==> src/rtl/captura_clave.sv <==
// rtl/captura_clave.sv - keypad PIN collector: two BCD digits, Enter delivery, inactivity timeout
// Optional build macro CAPTURA_CLAVE_AUTO_ENVIO_EN: deliver on the second digit without Enter.
module captura_clave #(
    parameter int TIMEOUT_CICLOS = 1000,
    parameter int ANCHO_TIMEOUT  = 10
) (
    input  logic       clock,
    input  logic       reset,
    input  logic       sensor_llegada_vehiculo,
    input  logic       tecla_valida,
    input  logic [3:0] tecla_codigo,
    output logic [7:0] clave_ingresada,
    output logic       clave_lista,
    output logic [1:0] digitos_capturados,
    output logic       error_tiempo
);

    typedef enum logic [3:0] {
        INACTIVO = 4'b0001,
        CAPTURA  = 4'b0010,
        COMPLETA = 4'b0100,
        ENTREGA  = 4'b1000
    } estado_t;

    estado_t                  estado, estado_next;
    logic [7:0]               buffer, buffer_next;
    logic [1:0]               count, count_next;
    logic [ANCHO_TIMEOUT-1:0] timer, timer_next;
    logic [7:0]               clave_next;
    logic                     lista_next, error_next;

    logic es_digito, es_borrar;
    assign es_digito = tecla_valida && (tecla_codigo <= 4'h9);
    assign es_borrar = tecla_valida && (tecla_codigo == 4'hA);
`ifndef CAPTURA_CLAVE_AUTO_ENVIO_EN
    logic es_enter;
    assign es_enter = tecla_valida && (tecla_codigo == 4'hB);
`endif

    always_ff @(posedge clock) begin
        if (reset) begin
            estado          <= INACTIVO;
            buffer          <= 8'h00;
            count           <= 2'd0;
            timer           <= '0;
            clave_ingresada <= 8'h00;
            clave_lista     <= 1'b0;
            error_tiempo    <= 1'b0;
        end else begin
            estado          <= estado_next;
            buffer          <= buffer_next;
            count           <= count_next;
            timer           <= timer_next;
            clave_ingresada <= clave_next;
            clave_lista     <= lista_next;
            error_tiempo    <= error_next;
        end
    end

    always_comb begin
        estado_next = estado;
        buffer_next = buffer;
        count_next  = count;
        timer_next  = timer;
        clave_next  = clave_ingresada;
        lista_next  = 1'b0;
        error_next  = 1'b0;
        case (estado)
            INACTIVO: begin
                timer_next = '0;
                if (sensor_llegada_vehiculo)
                    estado_next = CAPTURA;
            end
            CAPTURA, COMPLETA: begin
                // Sensor drop outranks any key; a key outranks the timeout.
                if (!sensor_llegada_vehiculo) begin
                    estado_next = INACTIVO;
                    buffer_next = 8'h00;
                    count_next  = 2'd0;
                    timer_next  = '0;
                end else if (tecla_valida) begin
                    timer_next = '0;
                    if (es_borrar) begin
                        buffer_next = 8'h00;
                        count_next  = 2'd0;
                        estado_next = CAPTURA;
                    end else if (es_digito && estado == CAPTURA) begin
                        buffer_next = {buffer[3:0], tecla_codigo};
                        count_next  = count + 2'd1;
                        if (count == 2'd1) begin
`ifdef CAPTURA_CLAVE_AUTO_ENVIO_EN
                            estado_next = ENTREGA;
`else
                            estado_next = COMPLETA;
`endif
                        end
                    end
`ifndef CAPTURA_CLAVE_AUTO_ENVIO_EN
                    else if (es_enter && estado == COMPLETA) begin
                        estado_next = ENTREGA;
                    end
`endif
                end else if (count != 2'd0) begin
                    if (timer == ANCHO_TIMEOUT'(TIMEOUT_CICLOS - 1)) begin
                        buffer_next = 8'h00;
                        count_next  = 2'd0;
                        timer_next  = '0;
                        error_next  = 1'b1;
                        estado_next = CAPTURA;
                    end else begin
                        timer_next = timer + ANCHO_TIMEOUT'(1);
                    end
                end else begin
                    timer_next = '0;
                end
            end
            ENTREGA: begin
                clave_next  = buffer;
                lista_next  = 1'b1;
                buffer_next = 8'h00;
                count_next  = 2'd0;
                timer_next  = '0;
                estado_next = sensor_llegada_vehiculo ? CAPTURA : INACTIVO;
            end
            default: begin
                estado_next = INACTIVO;
                buffer_next = 8'h00;
                count_next  = 2'd0;
                timer_next  = '0;
            end
        endcase
    end

    assign digitos_capturados = count;

endmodule

==> config.mk <==
export PLATFORM = sky130hd
export DESIGN_NAME = captura_clave
export DESIGN_NICKNAME = d
export VERILOG_FILES = /design/src/rtl/captura_clave.sv
export SDC_FILE = /design/constraint.sdc
export NUM_CORES = 1
export LEC_CHECK = 0
export CAP_MARGIN = 20
export CORE_MARGIN = 3
export CORE_UTILIZATION = 50
export CTS_CLUSTER_SIZE = 10
export DETAILED_ROUTE_END_ITERATION = 10
export PLACE_DENSITY = 0.7
export REMOVE_ABC_BUFFERS = 1
export SLEW_MARGIN = 20
export SYNTH_ARGS = -nofsm -noshare
export SYNTH_HDL_FRONTEND = slang
export SYNTH_SLANG_ARGS = --single-unit
==> constraint.sdc <==
create_clock -name clock -period 2.1 [get_ports clock]
set_clock_uncertainty 0.15 [all_clocks]
set_input_delay 0.21 -clock clock [delete_from_list [all_inputs] [get_ports clock]]
set_output_delay 0.21 -clock clock [all_outputs]
set_load 0.02 [all_outputs]
Yosys cells after proc, flatten, opt, wreduce, memory -nomap -nowiden
Index checks and enable logic that the tools add are counted.
{"block": "classes", "n_mux": 27, "bitwise": 4, "order_cmp": 1, "n_reduce_logical": 11, "div_mod_pow": 0, "shifts": 0, "n_mul": 0, "eq_ne": 14, "add_sub_neg": 2}
{"cell": "$mux 8", "count": 6}
{"cell": "$mux 4", "count": 9}
{"cell": "$pmux 8 s2", "count": 1}
{"cell": "$mux 2", "count": 7}
{"cell": "$eq 4x4->1 const B", "count": 3}
{"cell": "$ne 6x6->1 const B", "count": 2}
{"cell": "$pmux 4 s3", "count": 1}
{"cell": "$add 10x1->10 const B", "count": 1}
{"cell": "$eq 10x10->1 const B", "count": 1}
{"cell": "$ne 4x4->1 const B", "count": 2}
{"cell": "$reduce_or 6->1", "count": 1}
{"cell": "$logic_and 1x1->1", "count": 5}
{"cell": "$ne 5x5->1 const B", "count": 1}
{"cell": "$reduce_and 5->1", "count": 1}
{"cell": "$reduce_or 5->1", "count": 1}
{"cell": "$eq 4x1->1 const B", "count": 1}
{"cell": "$eq 4x2->1 const B", "count": 1}
{"cell": "$eq 4x3->1 const B", "count": 1}
{"cell": "$le 4x4->1 const B", "count": 1}
{"cell": "$not 1->1", "count": 4}
{"cell": "$pmux 2 s2", "count": 1}
{"cell": "$reduce_and 4->1", "count": 1}
{"cell": "$add 2x1->2 const B", "count": 1}
{"cell": "$eq 2x1->1 const B", "count": 1}
{"cell": "4 further kinds", "count": 5}
{"block": "word_totals", "word_cells": 66, "latchBits": 0, "memories": 0, "ff_bits": 34, "inputBits": 8, "rom_bits": 0, "ramBits": 0}

Logic depth before layout (Yosys ltp)
{"block": "logic_depth", "word_depth": 9, "mapped_depth": 7, "depth_no_buf": 6}

Worst setup path before layout
OpenSTA, ideal clock, no wires.
{"block": "synth_timing", "kind": "flip-flop to flip-flop", "startpoint": "register count[0] (netlist: digitos_capturados[0])", "endpoint": "register buffer[1]", "slack_ps": 188, "path_stages_with_launch": 8, "arrival_ps": 1690, "path_buffers": 1, "required_ps": 1878, "cell_sequence": "dfxtp_1 > inv_1 > ha_1 > and4bb_2 > o22a_1 > and2_1 > buf_6 > mux2i_1"}
{"block": "synth_via", "elab_chain_cells": 3}
{"item": "start: declaration", "line": "27", "rtl": "logic [1:0] count, count_next;"}
{"item": "start signal: assignment", "line": "52", "rtl": "count <= count_next;"}
{"item": "$reduce_bool 2->1", "line": "103", "rtl": "end else if (count != 2'd0) begin"}
{"item": "$ne 4x4->1 (no line)"}
{"item": "$reduce_and 4->1 (no line)"}
{"item": "end signal: assignment", "line": "51", "rtl": "buffer <= buffer_next;"}
{"item": "end: declaration", "line": "26", "rtl": "logic [7:0] buffer, buffer_next;"}
No other way between the ends.
A chain may end at the register's enable or synchronous reset.

Worst setup path after layout
{"block": "layout_timing", "startpoint": "register estado[1]", "endpoint": "register count[0] (netlist: digitos_capturados[0])"}
{"block": "layout_via", "elab_chain_cells": 4}
{"item": "start: declaration", "line": "25", "rtl": "estado_t estado, estado_next;"}
{"item": "start signal: assignment", "line": "50", "rtl": "estado <= estado_next;"}
{"item": "$eq 4x2->1 / $eq 4x3->1 (equally long branches)", "line": "68, 87"}
{"item": "$reduce_or 2->1 / $logic_and 1x1->1 (equally long branches)", "line": "68, 87"}
{"item": "$ne 5x5->1 (no line) / $ne 4x4->1 (equally long branches)"}
{"item": "$reduce_and 4->1 (no line)"}
Parallel ways exist; a longest one is shown, timed or not.

==> impl_metrics.json <==
{
  "status": "finished, final reports clean",
  "fin_tns_setup_ns": 0,
  "setup_viol": 0,
  "cts_root_buf": "clkbuf_4",
  "worstHoldStart": "clave_ingresada[4]$_SDFFE_PP0P_",
  "min_period_over_period_pct": 92.4,
  "tritoncts": "done",
  "grt_pass1_vias": 1348,
  "critical_path_class": "flop to flop",
  "cts_setup_buffers": 0,
  "synth_top_area_cell": "dfxtp_1",
  "final_common_cell": "dfxtp_1",
  "tightest_slew_ns": 0.351,
  "hold-path-endpoint": "clave_ingresada[4]$_SDFFE_PP0P_",
  "worstHoldPathType": "flop to flop",
  "drive_gt1_share_pct": 11.1,
  "p_leak_nw": 0.680,
  "synth_area_leaders": "dfxtp_1, nand2_1, mux2i_1",
  "routed_wirelength_mm": 3.46,
  "first_iter_violations": 76,
  "path_clk_slew_ns": 0.10,
  "coreArea_um2": 2850,
  "first_pass_iters": 5,
  "hpwl_mm": 2.57,
  "synth-seq-cells": 34,
  "die_y_um": 61.8,
  "p_per_area_nw_per_um2": 626,
  "hold_viol": 0,
  "portBuffers": 19,
  "grt_usage_pct": 21.3,
  "power_mw": 1.20,
  "yosysTopAreaCellShare_pct": 43.7,
  "ant_nets": 0,
  "clkSinkCount": 34,
  "cp_max_fo": 7,
  "synth_cell_type_count": 40,
  "ioPinCount": 20,
  "start_util_pct": 54.6,
  "vias_per_cell": 5.77,
  "gp_congestion": 0.870,
  "syn_to_final_growth_pct": 23.1,
  "antenna_found_initial": 0,
  "grt_overflow": 0,
  "die_w_um": 61.8,
  "reg2reg_depth": 6,
  "ctsHoldBuffers": 0,
  "relSlewSlack_pct": 76.4,
  "drv_cap": 0,
  "worstSkewPairLatency_ns": 0.33,
  "vias": 1378,
  "synthesis.instances": 176,
  "vdd_ir_drop_max_mv": 0.484,
  "synth_area_um2": 1560,
  "dieArea_um2": 3820,
  "num_antenna_cells": 0,
  "async_flop_share_pct": 0,
  "synth_area_per_cell_um2": 8.85,
  "rsz0062_at_grt": "false",
  "grt_pass1_wl_mm": 6.00,
  "cts_max_path_buffers": 2,
  "r2r_start": "estado[1]$_SDFFE_PP0P_",
  "fmax_mhz": 515,
  "rows": 19,
  "worst_ep_arrival_time_ns": 2.05,
  "wl_per_cell_um": 14.5,
  "hold-worst-slack_ns": 0.309,
  "fin_crit_ns": 1.94,
  "r2r-end": "digitos_capturados[0]$_SDFFE_PP0P_",
  "numCtsBuffers": 5,
  "grt_max_degree": 23,
  "whs_path_depth": 2,
  "required_ns": 2.21,
  "htreeDepth": 2,
  "nNetsFinal": 218,
  "yosysSeqAreaShare_pct": 43.7,
  "reg2reg_slack_ns": 0.16,
  "cp-end-kind": "flop",
  "synth_edf_count": 0,
  "startpoint_type": "flop",
  "synth_ff_type": "dfxtp_1",
  "slew_violations": 0,
  "finalNonFillerCells": 239,
  "ys_warn_count": 0,
  "drc": 0,
  "dpl.cell_count": 231,
  "final_cell_mix": "dfxtp_1, nand2_1, clkdlybuf4s50_1"
}
synth_stat cells, types with 2 or more instances:
library cell and instances:
a21oi_1 8, a31oi_1 2, and2_1 3, and3_1 5, and4_1 3, and4b_1 2, clkbuf_1 4, dfxtp_1 34
ha_1 3, inv_1 3, mux2i_1 8, nand2_1 30, nand2b_1 10, nand3_1 6, nand4_1 5, nor2_1 14
nor2b_1 2, nor3b_1 2, nor4_1 2, o21ai_0 2, o21ai_1 2, o22a_1 2, xnor2_1 5, xor2_1 3
worst max-delay path, cell delays in order, from the launching register on:
cell and delay (ns):
dfxtp_1 0.49, xor2_2 0.23, nand4b_1 0.25, o22a_1 0.25, and2_1 0.18, buf_4 0.17, o31ai_2 0.16
stage by stage:
step / util, % / area, um2 / worst slack (ns)
global placement: 64.3 / 1840 / 0.0519
detailed placement: 64.3 / 1840 / 0.0000220
finish: 67.2 / 1920 / 0.160
global route: 67.2 / 1920 / 0.00365
CTS: 66.4 / 1900 / 0.0222
floorplan: - / 1530 / 0.0316
worst max path at each step:
stage	startpoint	endpoint	slack, ns	cells past startpoint
after detailed placement	tecla_codigo[2]	digitos_capturados[1]$_SDFFE_PP0P_	0.00002	7
after floorplan	digitos_capturados[0]$_SDFFE_PP0P_	buffer[1]$_SDFFE_PP0P_	0.03	6
after global routing	estado[1]$_SDFFE_PP0P_	digitos_capturados[0]$_SDFFE_PP0P_	0.004	6
after global placement	tecla_valida	digitos_capturados[0]$_SDFFE_PP0P_	0.05	7
final	estado[1]$_SDFFE_PP0P_	digitos_capturados[0]$_SDFFE_PP0P_	0.16	6
after CTS	timer[1]$_SDFF_PP0_	estado[1]$_SDFFE_PP0P_	0.02	6
registers in the layout, summed over array words and instances (netlist names):
register	count
estado	4
clave_ingresada	8
buffer	8
digitos_capturados	2
timer	10
clave_lista	1
error_tiempo	1
metal layers:
layer / part of all wire [%] / track usage, % / vias up
met5: 0 / 0 / -
met4: 1.2 / 7.27 / 0
met3: 4.7 / 5.58 / 7
met2: 47 / 32.4 / 35
met1: 47 / 29.2 / 652
li1: - / - / 684
report_power, final:
part           internal (mW)  switching, mW
clock                  0.162          0.211
combinational         0.0775         0.0850
sequential             0.652         0.0121
total                  0.891          0.308
kinds of logic (layout without fill, tap and decap cells):
logic type / count (synthesis) / count (layout) / share of synthesized area, %
simple gates: 91 / 91 / 31.2
flops: 34 / 34 / 43.7
compound gates: 23 / 23 / 9.56
xor+xnor: 9 / 9 / 5.54
mux: 8 / 8 / 5.14
buf+inv: 8 / 40 / 2.41
fa+ha+maj: 3 / 3 / 2.41
layout make-up:
class	count	area, um2
clock buffer	7	55.1
clock inverter	1	5.00
fill	256	936
inverter	3	11.3
multi-input combinational	134	860
sequential	34	682
tap	31	38.8
timing repair buffer	29	265
timing repair:
| action | in CTS | in global routing |
|---|---|---|
| setup endpoints to repair | 0 | 18 |
| endpoints found under the hold margin | 0 | 0 |
| gates resized for setup | 0 | 5 |
Power figures use the tool's default switching activity.
